--- config.mk ---
export PLATFORM = sky130hd
export DESIGN_NAME = sim_run_ctrl_flat
export DESIGN_NICKNAME = d
export VERILOG_FILES = /design/src/rtl/sim_run_ctrl_if.sv /design/src/rtl/sim_run_ctrl.sv /design/src/flat_wrapper.sv
export SDC_FILE = /design/constraint.sdc
export NUM_CORES = 1
export LEC_CHECK = 0
export ABC_AREA = 1
export BUFFER_PORTS_ARGS = -buffer_cell sky130_fd_sc_hd__buf_4
export CAP_MARGIN = 25
export CORE_MARGIN = 3
export CORE_UTILIZATION = 45
export DETAILED_ROUTE_END_ITERATION = 8
export GPL_ROUTABILITY_DRIVEN = 0
export GPL_TIMING_DRIVEN = 0
export PLACE_DENSITY = 0.69
export SYNTH_ARGS = -nofsm -noshare
export SYNTH_HDL_FRONTEND = slang
export SYNTH_SLANG_ARGS = --single-unit
export TNS_END_PERCENT = 20
--- constraint.sdc ---
create_clock -name clk -period 2 [get_ports clk]
set_input_delay 0 -clock clk [delete_from_list [all_inputs] [get_ports clk]]
set_output_delay 0 -clock clk [all_outputs]
set_load 0.01 [all_outputs]
--- src/rtl/sim_run_ctrl_if.sv ---
// Control/status bundle between a bench and the run controller.
// The bench (master) drives retire and run-control inputs; the controller (slave) reports status.
interface sim_run_ctrl_if #(
    parameter int PC_W  = 32,
    parameter int CNT_W = 32
);
    logic             restart;
    logic             ext_halt;
    logic             pc_valid;
    logic [PC_W-1:0]  pc_value;
    logic             cpu_reset;
    logic             running;
    logic             done;
    logic             timed_out;
    logic [1:0]       state;
    logic [PC_W-1:0]  halt_pc;
    logic [CNT_W-1:0] cycle_cnt;
    logic [CNT_W-1:0] retire_cnt;

    modport master (
        output restart, ext_halt, pc_valid, pc_value,
        input  cpu_reset, running, done, timed_out, state, halt_pc, cycle_cnt, retire_cnt
    );

    modport slave (
        input  restart, ext_halt, pc_valid, pc_value,
        output cpu_reset, running, done, timed_out, state, halt_pc, cycle_cnt, retire_cnt
    );
endinterface

--- src/rtl/sim_run_ctrl.sv ---
// Run controller for a core under test: stretches reset into a CPU reset pulse, then
// counts run cycles and retires until a self-loop halt, external halt or timeout.
module sim_run_ctrl #(
    parameter int RST_CYCLES  = 10,
    parameter int MAX_CYCLES  = 10000,
    parameter int HALT_REPEAT = 4,
    parameter int PC_W        = 32,
    parameter int CNT_W       = 32
) (
    input  logic          clk,
    input  logic          reset,
    sim_run_ctrl_if.slave bus
);
    localparam int RW = $clog2(RST_CYCLES + 1);
    localparam int HW = $clog2(HALT_REPEAT + 1);

    typedef enum logic [1:0] {
        S_HOLD    = 2'b00,
        S_RUN     = 2'b01,
        S_HALTED  = 2'b10,
        S_TIMEOUT = 2'b11
    } state_e;

    state_e           state_q, state_d;
    logic [RW-1:0]    rst_ctr_q, rst_ctr_d;
    logic [HW-1:0]    repeat_ctr_q, repeat_ctr_d;
    logic [PC_W-1:0]  last_pc_q, last_pc_d;
    logic             last_vld_q, last_vld_d;
    logic [PC_W-1:0]  halt_pc_q, halt_pc_d;
    logic [CNT_W-1:0] cycle_cnt_q, cycle_cnt_d;
    logic [CNT_W-1:0] retire_cnt_q, retire_cnt_d;
    logic [HW-1:0]    repeat_inc;
    logic             pc_hit;

    always_comb begin
        state_d      = state_q;
        rst_ctr_d    = rst_ctr_q;
        repeat_ctr_d = repeat_ctr_q;
        last_pc_d    = last_pc_q;
        last_vld_d   = last_vld_q;
        halt_pc_d    = halt_pc_q;
        cycle_cnt_d  = cycle_cnt_q;
        retire_cnt_d = retire_cnt_q;
        repeat_inc   = repeat_ctr_q + 1'b1;
        pc_hit       = 1'b0;

        unique case (state_q)
            S_HOLD: begin
                rst_ctr_d = rst_ctr_q + 1'b1;
                if (rst_ctr_q == RW'(RST_CYCLES - 1)) begin
                    state_d   = S_RUN;
                    rst_ctr_d = '0;
                end
            end
            S_RUN: begin
                cycle_cnt_d = (cycle_cnt_q == '1) ? cycle_cnt_q : cycle_cnt_q + 1'b1;
                if (bus.pc_valid) begin
                    retire_cnt_d = (retire_cnt_q == '1) ? retire_cnt_q : retire_cnt_q + 1'b1;
                    // last_vld gates the match so the first retire of a run never counts
                    if (last_vld_q && bus.pc_value == last_pc_q) begin
                        repeat_ctr_d = repeat_inc;
                        pc_hit       = (repeat_inc == HW'(HALT_REPEAT - 1));
                    end else begin
                        repeat_ctr_d = '0;
                    end
                    last_pc_d  = bus.pc_value;
                    last_vld_d = 1'b1;
                end
                if (pc_hit) begin
                    state_d   = S_HALTED;
                    halt_pc_d = bus.pc_value;
                end else if (bus.ext_halt) begin
                    state_d   = S_HALTED;
                    halt_pc_d = '0;
                end else if (cycle_cnt_q == CNT_W'(MAX_CYCLES - 1)) begin
                    state_d = S_TIMEOUT;
                end
            end
            default: begin
                if (bus.restart) begin
                    state_d      = S_HOLD;
                    rst_ctr_d    = '0;
                    repeat_ctr_d = '0;
                    last_pc_d    = '0;
                    last_vld_d   = 1'b0;
                    halt_pc_d    = '0;
                    cycle_cnt_d  = '0;
                    retire_cnt_d = '0;
                end
            end
        endcase
    end

    always_ff @(posedge clk) begin
        if (!reset) begin
            state_q      <= S_HOLD;
            rst_ctr_q    <= '0;
            repeat_ctr_q <= '0;
            last_pc_q    <= '0;
            last_vld_q   <= 1'b0;
            halt_pc_q    <= '0;
            cycle_cnt_q  <= '0;
            retire_cnt_q <= '0;
        end else begin
            state_q      <= state_d;
            rst_ctr_q    <= rst_ctr_d;
            repeat_ctr_q <= repeat_ctr_d;
            last_pc_q    <= last_pc_d;
            last_vld_q   <= last_vld_d;
            halt_pc_q    <= halt_pc_d;
            cycle_cnt_q  <= cycle_cnt_d;
            retire_cnt_q <= retire_cnt_d;
        end
    end

    assign bus.cpu_reset  = (state_q == S_HOLD);
    assign bus.running    = (state_q == S_RUN);
    assign bus.done       = (state_q == S_HALTED) || (state_q == S_TIMEOUT);
    assign bus.timed_out  = (state_q == S_TIMEOUT);
    assign bus.state      = state_q;
    assign bus.halt_pc    = halt_pc_q;
    assign bus.cycle_cnt  = cycle_cnt_q;
    assign bus.retire_cnt = retire_cnt_q;
endmodule
--- src/flat_wrapper.sv ---
// flat-port wrapper written by rule: the top's interface ports become plain ports
module sim_run_ctrl_flat 
#(
    parameter int RST_CYCLES  = 10,
    parameter int MAX_CYCLES  = 10000,
    parameter int HALT_REPEAT = 4,
    parameter int PC_W        = 32,
    parameter int CNT_W       = 32
)
  (clk, reset, bus_restart, bus_ext_halt, bus_pc_valid, bus_pc_value, bus_cpu_reset, bus_running, bus_done, bus_timed_out, bus_state, bus_halt_pc, bus_cycle_cnt, bus_retire_cnt);
  sim_run_ctrl_if #(.PC_W(PC_W), .CNT_W(CNT_W)) bus_i ();
  input  logic clk;
  input  logic reset;
  input wire logic [$bits(bus_i.restart)-1:0] bus_restart;
  input wire logic [$bits(bus_i.ext_halt)-1:0] bus_ext_halt;
  input wire logic [$bits(bus_i.pc_valid)-1:0] bus_pc_valid;
  input wire logic [$bits(bus_i.pc_value)-1:0] bus_pc_value;
  output wire logic [$bits(bus_i.cpu_reset)-1:0] bus_cpu_reset;
  output wire logic [$bits(bus_i.running)-1:0] bus_running;
  output wire logic [$bits(bus_i.done)-1:0] bus_done;
  output wire logic [$bits(bus_i.timed_out)-1:0] bus_timed_out;
  output wire logic [$bits(bus_i.state)-1:0] bus_state;
  output wire logic [$bits(bus_i.halt_pc)-1:0] bus_halt_pc;
  output wire logic [$bits(bus_i.cycle_cnt)-1:0] bus_cycle_cnt;
  output wire logic [$bits(bus_i.retire_cnt)-1:0] bus_retire_cnt;
  assign bus_i.restart = bus_restart;
  assign bus_i.ext_halt = bus_ext_halt;
  assign bus_i.pc_valid = bus_pc_valid;
  assign bus_i.pc_value = bus_pc_value;
  assign bus_cpu_reset = bus_i.cpu_reset;
  assign bus_running = bus_i.running;
  assign bus_done = bus_i.done;
  assign bus_timed_out = bus_i.timed_out;
  assign bus_state = bus_i.state;
  assign bus_halt_pc = bus_i.halt_pc;
  assign bus_cycle_cnt = bus_i.cycle_cnt;
  assign bus_retire_cnt = bus_i.retire_cnt;
  sim_run_ctrl #(.RST_CYCLES(RST_CYCLES), .MAX_CYCLES(MAX_CYCLES), .HALT_REPEAT(HALT_REPEAT), .PC_W(PC_W), .CNT_W(CNT_W)) u_core (.clk(clk), .reset(reset), .bus(bus_i));
endmodule
==> impl_results.md, run 1 <==
- Failing checks: setup timing
- RSZ-0062 raised after global routing: yes
- N_diodes: 0
- Sequential Power Share: 0.337
- Sw Ratio: 0.3245
- Kind of end point of the critical path: flip-flop
- Most frequent cell on the critical path: nand2_1
- Initial antenna violation count: 0
- Antenna-violating nets left: 0
- Mapped Cells: 1210
- FF+latch count, synth: 138
- Area occupied by multi-input gates: 4413 µm²
- Seq/Total Area, Yosys: 0.3597
- Setup ws final: -0.04350 ns
- Req. time, crit path: 2.31 ns
- Vert. Die Dim: about 140 µm
- Crit path launch: u_core.last_pc_q[25]
- Worst vdd ir: 0.7087 mV
- Final Skew: 0.009917 ns
- Worst Setup EP: u_core.bus.state[0]
- Top cells by area, synth: dfxtp_1 (36%), nand2_1 (15%), nor2_1 (8.9%)
- Design Area, Final: 10450 µm²
- WL/cell: between 10 and 15 µm
- CTS buffer count: 17
- FF/Latch Area: 2813 µm²
- Max Fanout on Critical Path: 10
- Commonest cells after routing, fill and taps aside: nand2_1 (276), nor2_1 (166), buf_4 (157)
- WL met3: around 1.4 mm
- CTS Sinks: 138
- GR Overflow Total: 0
- Max Used Layer: met4
- I/O pin cnt: between 100 and 150
- Slowest CP cell: dfxtp_2
- CP arrival: 2.35 ns
- Hold_ws: approximately 0.0089 ns
- Total number of vias: 8430
- H-tree levels: 4
- PwrDens: 943.0 nW/µm²
- R2R Setup Slk: -0.04 ns
- Average via count per standard cell: 5.162
- Largest stage delay, worst path: 0.32 ns
- Routed WL: 23.97 mm
- Clk root buf: clkbuf_16
- Worst Hold Class: in -> reg
- Critical-path cell list: inv_1 -> nand2_1 -> nand2_1 -> nor2_1 -> nand2_1 -> nor2_2 -> nand2_2 -> nor2_4 -> nand3_2 -> nand3_4 -> nand2_8 -> buf_8 -> inv_1 -> nor2_1
- Global-route wire length before repair: 36.96 mm
- Met2 WL: 11.36 mm
- Core Footprint: 16640 µm²
- Top-area cell type share of the netlist area: 0.3597
- Maximum clock frequency: roughly 0.5 GHz
- Vias in the first global route: ~7600
- CTS tree: yes
- Status: finished with violations
- GRT Util Overall: 0.2487
- Worst-margin pin slew: 0.6780 ns
- Share of layout cells above drive strength 1: 0.2456
- Die area: 18670 µm²
- Kind of critical path: reg -> reg
- Reg2reg start: u_core.last_pc_q[25]
- Final setup viols: 10
- Largest net degree at the start of global routing: 17
- Clock slew at reported path FFs: 0.06 ns
- P_int: 6.658 mW
- Commonest non-fill, non-tap cell in the layout: nand2_1
- Asr flop ratio synth: 0
- Combinational Power Share: 0.299
- Pins Over Slew Limit: 0
- Maxcap violations: 0
- Wire length on met1: 10.52 mm
- Reg-to-Reg End: u_core.bus.state[0]
- Cell taking the most area after synthesis: dfxtp_1
- Fin crit period: 2.043 ns
- Rel. slew slack: 0.5480
- Post-DP HPWL: approximately 17 mm
- Tcrit/Tclk final: 1.022
- Post-Syn Nets: 1253
- Latest clock arrival within the worst-skew pair: 0.43 ns
- Initial DRC Count: 622
- Reg2Reg Depth: 14
- Final #Nets: 1443
- Switching Power: 3.198 mW
- EDFF count, synth: 0
- Die width: 136.6 µm
- Layout area overhead: 36.09%
- Avg Cell Area, Syn: 6.347 µm²
- Cell area after synthesis: 7680 µm²
- CP startpoint kind: flip-flop
- Rows: 47
- FILL cells: roughly 1500
- Leak pwr: approximately 4.4 nW
- Unique masters post-synth: 38
- Placed cell areas: 8991 µm²
- IO buf count: about 140
- Initial Util: 0.4615
- Clock share of power: 0.364
- Top_reg_cell synth: dfxtp_1
- Synthesis Warnings: 0
- Max Root-Sink Buffers: 2
- Pre-antenna DRT Iters: 5
- DR DRC count: 0
- Final hold violation count: 0
==> state kept, by name, indices dropped and copies added, names as in the netlist <==
name                   cells
u_core.bus.retire_cnt     32
u_core.bus.halt_pc        32
u_core.last_pc_q          32
u_core.bus.state           2
u_core.bus.cycle_cnt      32
u_core.repeat_ctr_q        3
u_core.last_vld_q          1
u_core.rst_ctr_q           4
==> metal layers <==
metal  up-vias  GRT usage
met3        45    0.04301
li1       4256          -
met4         0    0.08735
met2       300     0.4074
met1      3829     0.3305
met5         -          0
==> critical path, delay by kind of cell, from the launching register on <==
kind	cells	cell delay (ns)
buffers and inverters	3	0.32
flip-flops	1	0.32
AND/OR/NAND/NOR	11	1.27
==> through the flow <==
step / setup slack (ns) / TNS (ns) / cells / total power, mW / utilization
3_5_place_dp: -0.3470 / -17.25 / 1568 / 5.785 / 0.5403
5_1_grt: -0.1326 / -4.095 / 1633 / 10.38 / 0.6280
4_1_cts: -0.04327 / -0.07598 / 1615 / 9.483 / 0.5969
2_1_floorplan: 0.02331 / 0 / 1210 / 4.872 / -
3_3_place_gp: -0.3884 / -18.19 / 1568 / 5.762 / 0.5403
6_report: -0.04350 / -0.09982 / 1633 / 9.856 / 0.6280
==> power by group through the flow <==
| stage | Sequential (mW) | Clock (mW) | Combinational, mW |
|---|---|---|---|
| 2_1_floorplan | 3.44 | 0 | 1.43 |
| 3_3_place_gp | 3.37 | 0 | 2.40 |
| 3_5_place_dp | 3.37 | 0 | 2.41 |
| 4_1_cts | 3.32 | 3.63 | 2.54 |
| 5_1_grt | 3.36 | 3.73 | 3.29 |
| 6_report | 3.32 | 3.59 | 2.95 |
==> logic make-up (layout without fill, tap and decap cells) <==
kind of cell	Yosys count	after routing	share of synthesized area
AOI/OAI and AO/OA	142	142	0.09889
and+or+nand+nor	681	681	0.3871
DFF	138	138	0.3597
buffers and inverters	212	415	0.1092
adders and majority gates	6	6	0.009775
xor gates and xnor gates	31	31	0.03535
==> cell usage after synthesis, types with 4 or more instances <==
library cell and n:
a211oi_1 8, a21oi_1 77, and3_1 5, buf_2 10, buf_6 4, clkbuf_1 33
dfxtp_1 138, ha_1 6, inv_1 156, inv_2 6, nand2_1 307, nand2_2 6
nand3_1 72, nand4_1 54, nor2_1 182, nor2_2 4, nor3_1 24, nor4_1 8
o21ai_0 48, or2_2 4, xnor2_1 11, xor2_1 20
==> worst min path at each step <==
stage                          startpoint                    to  cells after the start
after CTS                 bus_pc_value[9]   u_core.last_pc_q[9]                      5
after global routing      bus_pc_value[7]   u_core.last_pc_q[7]                      5
after detailed placement            reset  u_core.last_pc_q[15]                      3
after floorplan                     reset  u_core.last_pc_q[15]                      2
final                     bus_pc_value[7]   u_core.last_pc_q[7]                      5
after global placement              reset  u_core.last_pc_q[15]                      3
==> cell type report <==
type / instances / area share
buffer: 50 / 0.03113
clock buffer: 21 / 0.04597
inverter: 162 / 0.05842
clock inverter: 11 / 0.01820
sequential: 138 / 0.2691
multi-input combinational: 860 / 0.4222
timing repair buffer: 171 / 0.1286
tap: 220 / 0.02634
==> repair_timing <==
item / 4_1_cts / 5_1_grt
hold buffers: 11 / 0
gates cloned: 0 / 3
endpoints found under the setup margin: 108 / 128
resized for setup: 41 / 141
buffers inserted: 4 / 15
endpoints found under the hold margin: 11 / 0
pin swaps: 1 / 20
No activity file was read; power rests on OpenSTA's default activity.
==> inputs of run 2 (changes only) <==
--- a/config.mk
+++ b/config.mk
@@ -5,15 +5,16 @@
 export SDC_FILE = /design/constraint.sdc
 export NUM_CORES = 1
 export LEC_CHECK = 0
-export ABC_AREA = 1
+export ABC_AREA = 0
 export BUFFER_PORTS_ARGS = -buffer_cell sky130_fd_sc_hd__buf_4
 export CAP_MARGIN = 25
+export CELL_PAD_IN_SITES_DETAIL_PLACEMENT = 0
+export CELL_PAD_IN_SITES_GLOBAL_PLACEMENT = 1
 export CORE_MARGIN = 3
-export CORE_UTILIZATION = 45
+export CORE_UTILIZATION = 36
 export DETAILED_ROUTE_END_ITERATION = 8
-export GPL_ROUTABILITY_DRIVEN = 0
 export GPL_TIMING_DRIVEN = 0
-export PLACE_DENSITY = 0.69
+export PLACE_DENSITY_LB_ADDON = 0.1
 export SYNTH_ARGS = -nofsm -noshare
 export SYNTH_HDL_FRONTEND = slang
 export SYNTH_SLANG_ARGS = --single-unit
==> impl_results.md, run 2 <==
- Post-synth top cells: dfxtp_1 (138), nor2_1 (66), nand2_1 (62)
- Crit path launch: u_core.last_pc_q[28]
- Leak pwr: 3.466 nW (-21%)
- Failing checks: setup timing
- Top_reg_cell synth: dfxtp_1
- Mapped Cells: 708 (-41%)
- Status: finished with violations
- Largest net degree at the start of global routing: 17 (unchanged)
- GPL Wtd Cong: 0.8220
- Total number of vias: 6012 (-29%)
- Top-area cell type share of the netlist area: 0.4422 (+0.08249)
- Vias in the first global route: 5861 (-23%)
- Post-Syn Nets: 751 (-40%)
- Antenna-violating nets left: 0 (unchanged)
- Setup ws final: -0.2131 ns (-0.1696 ns)
- Clock slew at reported path FFs: 0.06 ns (about the same)
- IO buf count: 138 (unchanged)
- Slowest CP cell: or4_4
- CP startpoint kind: flip-flop
- FF/Latch Area: 2865 µm² (+1.9%)
- Initial Util: 0.3728 (-0.08872)
- Cell taking the most area after synthesis: dfxtp_1
- GR Overflow Total: 0 (unchanged)
- Hold path start: bus_ext_halt
- CTS tree: yes
- Mux share of post-synthesis cell area: 0.003405 (+0.003405)
- EDFF count, synth: 0 (unchanged)
- Largest stage delay, worst path: 0.58 ns (+0.26 ns)
- Share of layout cells above drive strength 1: 0.3515 (+0.1059)
- Design Power: 7.022 mW (-29%)
- Unique masters post-synth: 56 (+47%)
- DP Worst Slack: -0.6728 ns (-0.3259 ns)
- Max Root-Sink Buffers: 2 (unchanged)
- I/O pin cnt: 139 (unchanged)
- Req. time, crit path: 2.30 ns (about the same)
- Rows: 47 (unchanged)
- Synthesis Warnings: 0 (unchanged)
- Commonest cells after routing, fill and taps aside: buf_4 (165), dfxtp_1 (94), nor2_1 (64)
- Cell area after synthesis: 6247 µm² (-19%)
- Worst Hold Class: in -> reg
- Final Skew: 0.008618 ns (-0.001299 ns)
- Seq/Total Area, Yosys: 0.4422 (+0.08249)
- RSZ-0062 raised after global routing: yes
- FILL cells: 1542 (+0.98%)
- Rel. slew slack: 0.5113 (-0.03675)
- Area occupied by multi-input gates: 3684 µm² (-17%)
- Cell with the most instances after synthesis: dfxtp_1
- Post-DP HPWL: 13.46 mm (-21%)
- CTS Sinks: 138 (unchanged)
- Asr flop ratio synth: 0 (unchanged)
- H-tree levels: 4 (unchanged)
- XOR/XNOR Fraction of Synth Area: 0.1122 (+0.07680)
- Final cell count without fillers: 1156 (-29%)
- Post-synthesis simple-gate area fraction: 0.2638 (-0.1233)
- Max Fanout on Critical Path: 8 (-2)
- DR DRC count: 0 (unchanged)
- Routed WL: 19.52 mm (-19%)
- Final setup viols: 54 (+44)
- Vert. Die Dim: 137.7 µm (+0.80%)
- Top cells by area, synth: dfxtp_1 (44%), xnor2_1 (7.0%), a22o_1 (4.5%)
- Worst vdd ir: 0.5771 mV (-19%)
- Reg2reg start: u_core.last_pc_q[28]
- Pins Over Slew Limit: 0 (unchanged)
- Critical-path cell list: xnor2_2 -> nand4_1 -> or4_4 -> nor4_4 -> a21oi_4 -> clkbuf_8 -> a22o_1
- Final #Nets: 966 (-33%)
- Die area: 18970 µm² (+1.6%)
- Maxcap violations: 0 (unchanged)
- Maximum clock frequency: 0.4519 GHz (-7.7%)
- Hold_ws: 0.02787 ns (+0.01900 ns)
- Global-route wire length before repair: 30.58 mm (-17%)
- Kind of end point of the critical path: flip-flop
- CTS buffer count: 17 (unchanged)
- Initial antenna violation count: 0 (unchanged)
- WL/cell: 16.88 µm (+15%)
- CP arrival: 2.52 ns (+0.17 ns)
- Average via count per standard cell: 5.201 (+0.74%)
- Core Footprint: 16760 µm² (+0.71%)
- Avg Cell Area, Syn: 8.824 µm² (+39%)
- Main combinational cell family by area after synthesis: simple AND/OR/NAND/NOR gates
- GRT Util Overall: 0.2046 (-0.04415)
- Area share of fa/ha/maj cells after synthesis: 0.01202 (+0.002242)
- Layout area overhead: 48.31%
- Die width: 137.7 µm (+0.80%)
- Clk root buf: clkbuf_16
- FF+latch count, synth: 138 (unchanged)
- Final hold violation count: 0 (unchanged)
- Pre-antenna DRT Iters: 5 (unchanged)
- Worst-margin pin slew: 0.7331 ns (+0.05512 ns)
- Placed cells: 1066 (-32%)
- Fin crit period: 2.213 ns (+0.1696 ns)
- PwrDens: 757.9 nW/µm² (-20%)
- Tcrit/Tclk final: 1.107 (+0.08479)
- Commonest non-fill, non-tap cell in the layout: buf_4
- Final Util: 0.5528 (-0.07518)
- Kind of critical path: reg -> reg
- Latest clock arrival within the worst-skew pair: 0.41 ns (-0.02 ns)
- Complex-gate fraction of the synthesized area: 0.1324 (+0.03349)
- N_diodes: 0 (unchanged)
- Initial DRC Count: 232 (-63%)
[run 2: power by group]
part | leakage, nW | total (mW) | internal [mW] | switching [mW]
clock | 0.272 | 3.08 | 1.86 | 1.22
combinational | 2.05 | 1.11 | 0.445 | 0.667
sequential | 1.14 | 2.83 | 2.78 | 0.0544
[run 2: metrics by stage]
step / TNS (ns) / area (µm²)
2_1_floorplan: -1.846 / 6327
5_1_grt: -13.43 / 9265
4_1_cts: -8.660 / 9006
6_report: -7.421 / 9265
3_5_place_dp: -55.07 / 7639
3_3_place_gp: -55.15 / 7639
[run 2: critical path, delay by kind of cell, from the launching register on]
family          cells  cell delay, ns
compound gates      2            0.40
xor+xnor            1            0.14
buf+inv             1            0.21
flops               1            0.33
simple gates        3            1.04
[run 2: metal layers]
metal | global-route usage | vias up | wire, µm
met5 | 0 | - | 0
met1 | 0.2681 | 2874 | 8731
met2 | 0.3395 | 147 | 9439
li1 | - | 2970 | -
met4 | 0.06147 | 0 | 340
met3 | 0.04237 | 21 | 1005
[run 2: worst paths after layout]
check	endpoint	slack, ns	cells after the start
max	u_core.bus.halt_pc[19]	-0.21	7
min	u_core.bus.state[1]	0.03	5
max reg2reg	u_core.bus.halt_pc[19]	-0.21	7
min reg2reg	u_core.last_pc_q[10]	0.47	2
[run 2: cell families (layout without fill, tap and decap cells)]
family,count (synthesis),count (layout)
simple gates,319,319
fa+ha+maj,6,6
buf+inv,48,276
mux,2,2
flops,138,138
xor+xnor,80,80
compound gates,115,115
[run 2: layout make-up]
type / instances / share of cell area
Sequential cell: 138 / 0.3093
Multi-Input combinational cell: 522 / 0.3976
Timing Repair Buffer: 199 / 0.1726
Buffer: 31 / 0.02323
Inverter: 14 / 0.005942
Clock inverter: 12 / 0.01350
Clock buffer: 20 / 0.04821
Tap cell: 220 / 0.02971
[run 2: what timing repair did]
item	in CTS	in global routing
hold buffers	33	0
setup endpoints to repair	133	121
endpoints found under the hold margin	65	0
setup buffers	14	11
gates cloned	3	0
gates resized for setup	85	63
pin swaps	58	20
==> inputs of run 3 (changes only) <==
--- a/config.mk
+++ b/config.mk
@@ -15,6 +15,7 @@
 export DETAILED_ROUTE_END_ITERATION = 8
 export GPL_TIMING_DRIVEN = 0
 export PLACE_DENSITY_LB_ADDON = 0.1
+export REMOVE_ABC_BUFFERS = 1
 export SYNTH_ARGS = -nofsm -noshare
 export SYNTH_HDL_FRONTEND = slang
 export SYNTH_SLANG_ARGS = --single-unit
==> impl_results.md, run 3 (same netlist as run 2, synthesis figures left out) <==
- Sequential Power Share: 0.403 (about the same)
- Kind of critical path: reg -> reg
- Max Used Layer: met4
- RSZ-0062 raised after global routing: yes
- Routed WL: 18.11 mm (-7.2%)
- CTS tree: yes
- Die area: 18970 µm² (unchanged)
- Antenna-violating nets left: 0 (unchanged)
- Initial antenna violation count: 0 (unchanged)
- Clock share of power: 0.444 (+0.005)
- IO buf count: 138 (unchanged)
- Clk root buf: clkbuf_16
- Worst vdd ir: 0.6792 mV (+18%)
- FILL cells: 1578 (+2.3%)
- PwrDens: 780.2 nW/µm² (+2.9%)
- WL/cell: 15.99 µm (-5.3%)
- Layout area overhead: 45.80%
- Average via count per standard cell: 5.178 (-0.43%)
- Failing checks: setup timing
- Final Skew: 0.008889 ns (+0.0002708 ns)
- Kind of end point of the critical path: flip-flop
- Die width: 137.7 µm (unchanged)
- DR DRC count: 0 (unchanged)
- CTS Sinks: 138 (unchanged)
- Req. time, crit path: 2.31 ns (about the same)
- N_diodes: 0 (unchanged)
- Final setup viols: 38 (-30%)
- Latest clock arrival within the worst-skew pair: 0.42 ns (about the same)
- WL met3: 769 µm (-23%)
- Leak pwr: 3.406 nW (-1.7%)
- GRT Util Overall: 0.1892 (-0.01534)
- Setup ws final: -0.2122 ns (+0.0008300 ns)
- Switching Power: 1.912 mW (-1.5%)
- GR Overflow Total: 0 (unchanged)
- Worst-margin pin slew: 0.6146 ns (-0.1185 ns)
- DP Worst Slack: -0.9059 ns (-0.2331 ns)
- I/O pin cnt: 139 (unchanged)
- Rel. slew slack: 0.5869 (+0.07561)
- Max Fanout on Critical Path: 5 (-3)
- H-tree levels: 4 (unchanged)
- CP startpoint kind: flip-flop
- Status: finished with violations
- Met2 WL: 8.595 mm (-8.9%)
- Fin crit period: 2.212 ns (-0.0008300 ns)
- Pins Over Slew Limit: 0 (unchanged)
- CP arrival: 2.52 ns (about the same)
- Wire length on met1: 8.539 mm (-2.2%)
- Commonest non-fill, non-tap cell in the layout: buf_4
- Rows: 47 (unchanged)
- Post-DP HPWL: 11.55 mm (-14%)
- Clock slew at reported path FFs: 0.06 ns (about the same)
- Total number of vias: 5867 (-2.4%)
- Initial Util: 0.3728 (unchanged)
- Final hold violation count: 0 (unchanged)
- Vert. Die Dim: 137.7 µm (unchanged)
- Commonest cells after routing, fill and taps aside: buf_4 (165), dfxtp_1 (94), nor2_1 (64)
- Share of layout cells above drive strength 1: 0.3352 (-0.01634)
- Max Root-Sink Buffers: 2 (unchanged)
- CTS buffer count: 17 (unchanged)
- Largest net degree at the start of global routing: 44 (+27)
- Worst Hold Class: in -> reg
- Final #Nets: 944 (-2.3%)
- Initial DRC Count: 214 (-7.8%)
- Global-route wire length before repair: 28.53 mm (-6.7%)
- Final Util: 0.5435 (-0.009332)
- Pre-antenna DRT Iters: 4 (-1)
- Maxcap violations: 0 (unchanged)
- Sw Ratio: 0.2691 (-0.007238)
- Tcrit/Tclk final: 1.106 (about the same)
- Combinational Power Share: 0.153 (-0.005)
- Vias in the first global route: 5617 (-4.2%)
- P_int: 5.194 mW (+2.2%)
- Maximum clock frequency: 0.4520 GHz (about the same)
- GPL Wtd Cong: 0.8245 (+0.30%)
- Core Footprint: 16760 µm² (unchanged)
run 3: cell types whose count changed in the layout (fill, tap and decap cells not counted), moves of 3 or more:
cell / before / now
clkbuf_1: 17 / 0
nor3_1: 13 / 20
nor3_2: 9 / 3
clkbuf_8: 8 / 4
xnor2_1: 39 / 43
xnor2_2: 11 / 7
buf_12: 1 / 4
buf_6: 4 / 1
clkbuf_2: 3 / 0
nand3_2: 8 / 5
nor4_1: 10 / 13
run 3: metal layers:
| metal | GRT usage | vias to the layer above |
|---|---|---|
| li1 | - | 2920 |
| met1 | 0.2533 | 2814 |
| met2 | 0.3061 | 117 |
| met3 | 0.03798 | 16 |
| met4 | 0.06092 | 0 |
| met5 | 0 | - |
run 3: layout make-up:
cell class	count	area [µm²]	share of cell area
Clock buffer	21	480.5	0.05275
Clock inverter	10	116.4	0.01277
Inverter	14	68.82	0.007555
Multi-Input combinational cell	523	3568	0.3918
Sequential cell	138	2863	0.3143
Tap cell	220	275.3	0.03022
Timing Repair Buffer	206	1728	0.1897
Timing Repair inverter	1	8.758	0.0009615
run 3: power groups by stage:
stage          logic, mW  clock network (mW)  registers (mW)
6_report            1.08                3.16            2.87
5_1_grt             1.19                3.37            2.88
4_1_cts             1.04                3.24            2.87
3_5_place_dp       0.862                   0            2.93
3_3_place_gp       0.763                   0            2.92
2_1_floorplan      0.427                   0            2.92
run 3: worst paths after layout:
path                         from                endpoint  slack, ns  cells after the start
max          u_core.last_pc_q[30]  u_core.bus.halt_pc[26]      -0.21                      7
min                         reset     u_core.last_pc_q[6]       0.04                      2
max reg2reg  u_core.last_pc_q[30]  u_core.bus.halt_pc[26]      -0.21                      7
min reg2reg  u_core.last_pc_q[10]    u_core.last_pc_q[10]       0.47                      2
run 3: stage by stage:
stage / std cells / hold WS [ns] / cell area [µm²] / power [mW] / setup TNS, ns
6_report: 1133 / 0.03921 / 9109 / 7.106 / -6.279
5_1_grt: 1133 / 0.04932 / 9109 / 7.433 / -11.90
4_1_cts: 1127 / 0.02103 / 8911 / 7.154 / -5.609
3_5_place_dp: 1037 / 0.2414 / 7516 / 3.793 / -73.65
3_3_place_gp: 1032 / 0.2384 / 7398 / 3.685 / -184.56
2_1_floorplan: 674 / 0.1217 / 6087 / 3.348 / -65.59
run 3: critical path, cell delays in order, from the launching register on:
cell     delay (ns)
dfxtp_1        0.32
xnor2_1        0.16
nand4_1        0.16
or4_4          0.47
nor4_4         0.39
a21oi_4        0.17
buf_4          0.20
a22o_1         0.23
run 3: repair_timing:
action                                  CTS  global route
hold buffers                             33             0
pin swaps                                17            23
endpoints found under the setup margin  139            92
gates cloned                              2             2
gates resized for setup                  79            41
hold endpoints to repair                 65             0
buffers inserted                         24             4
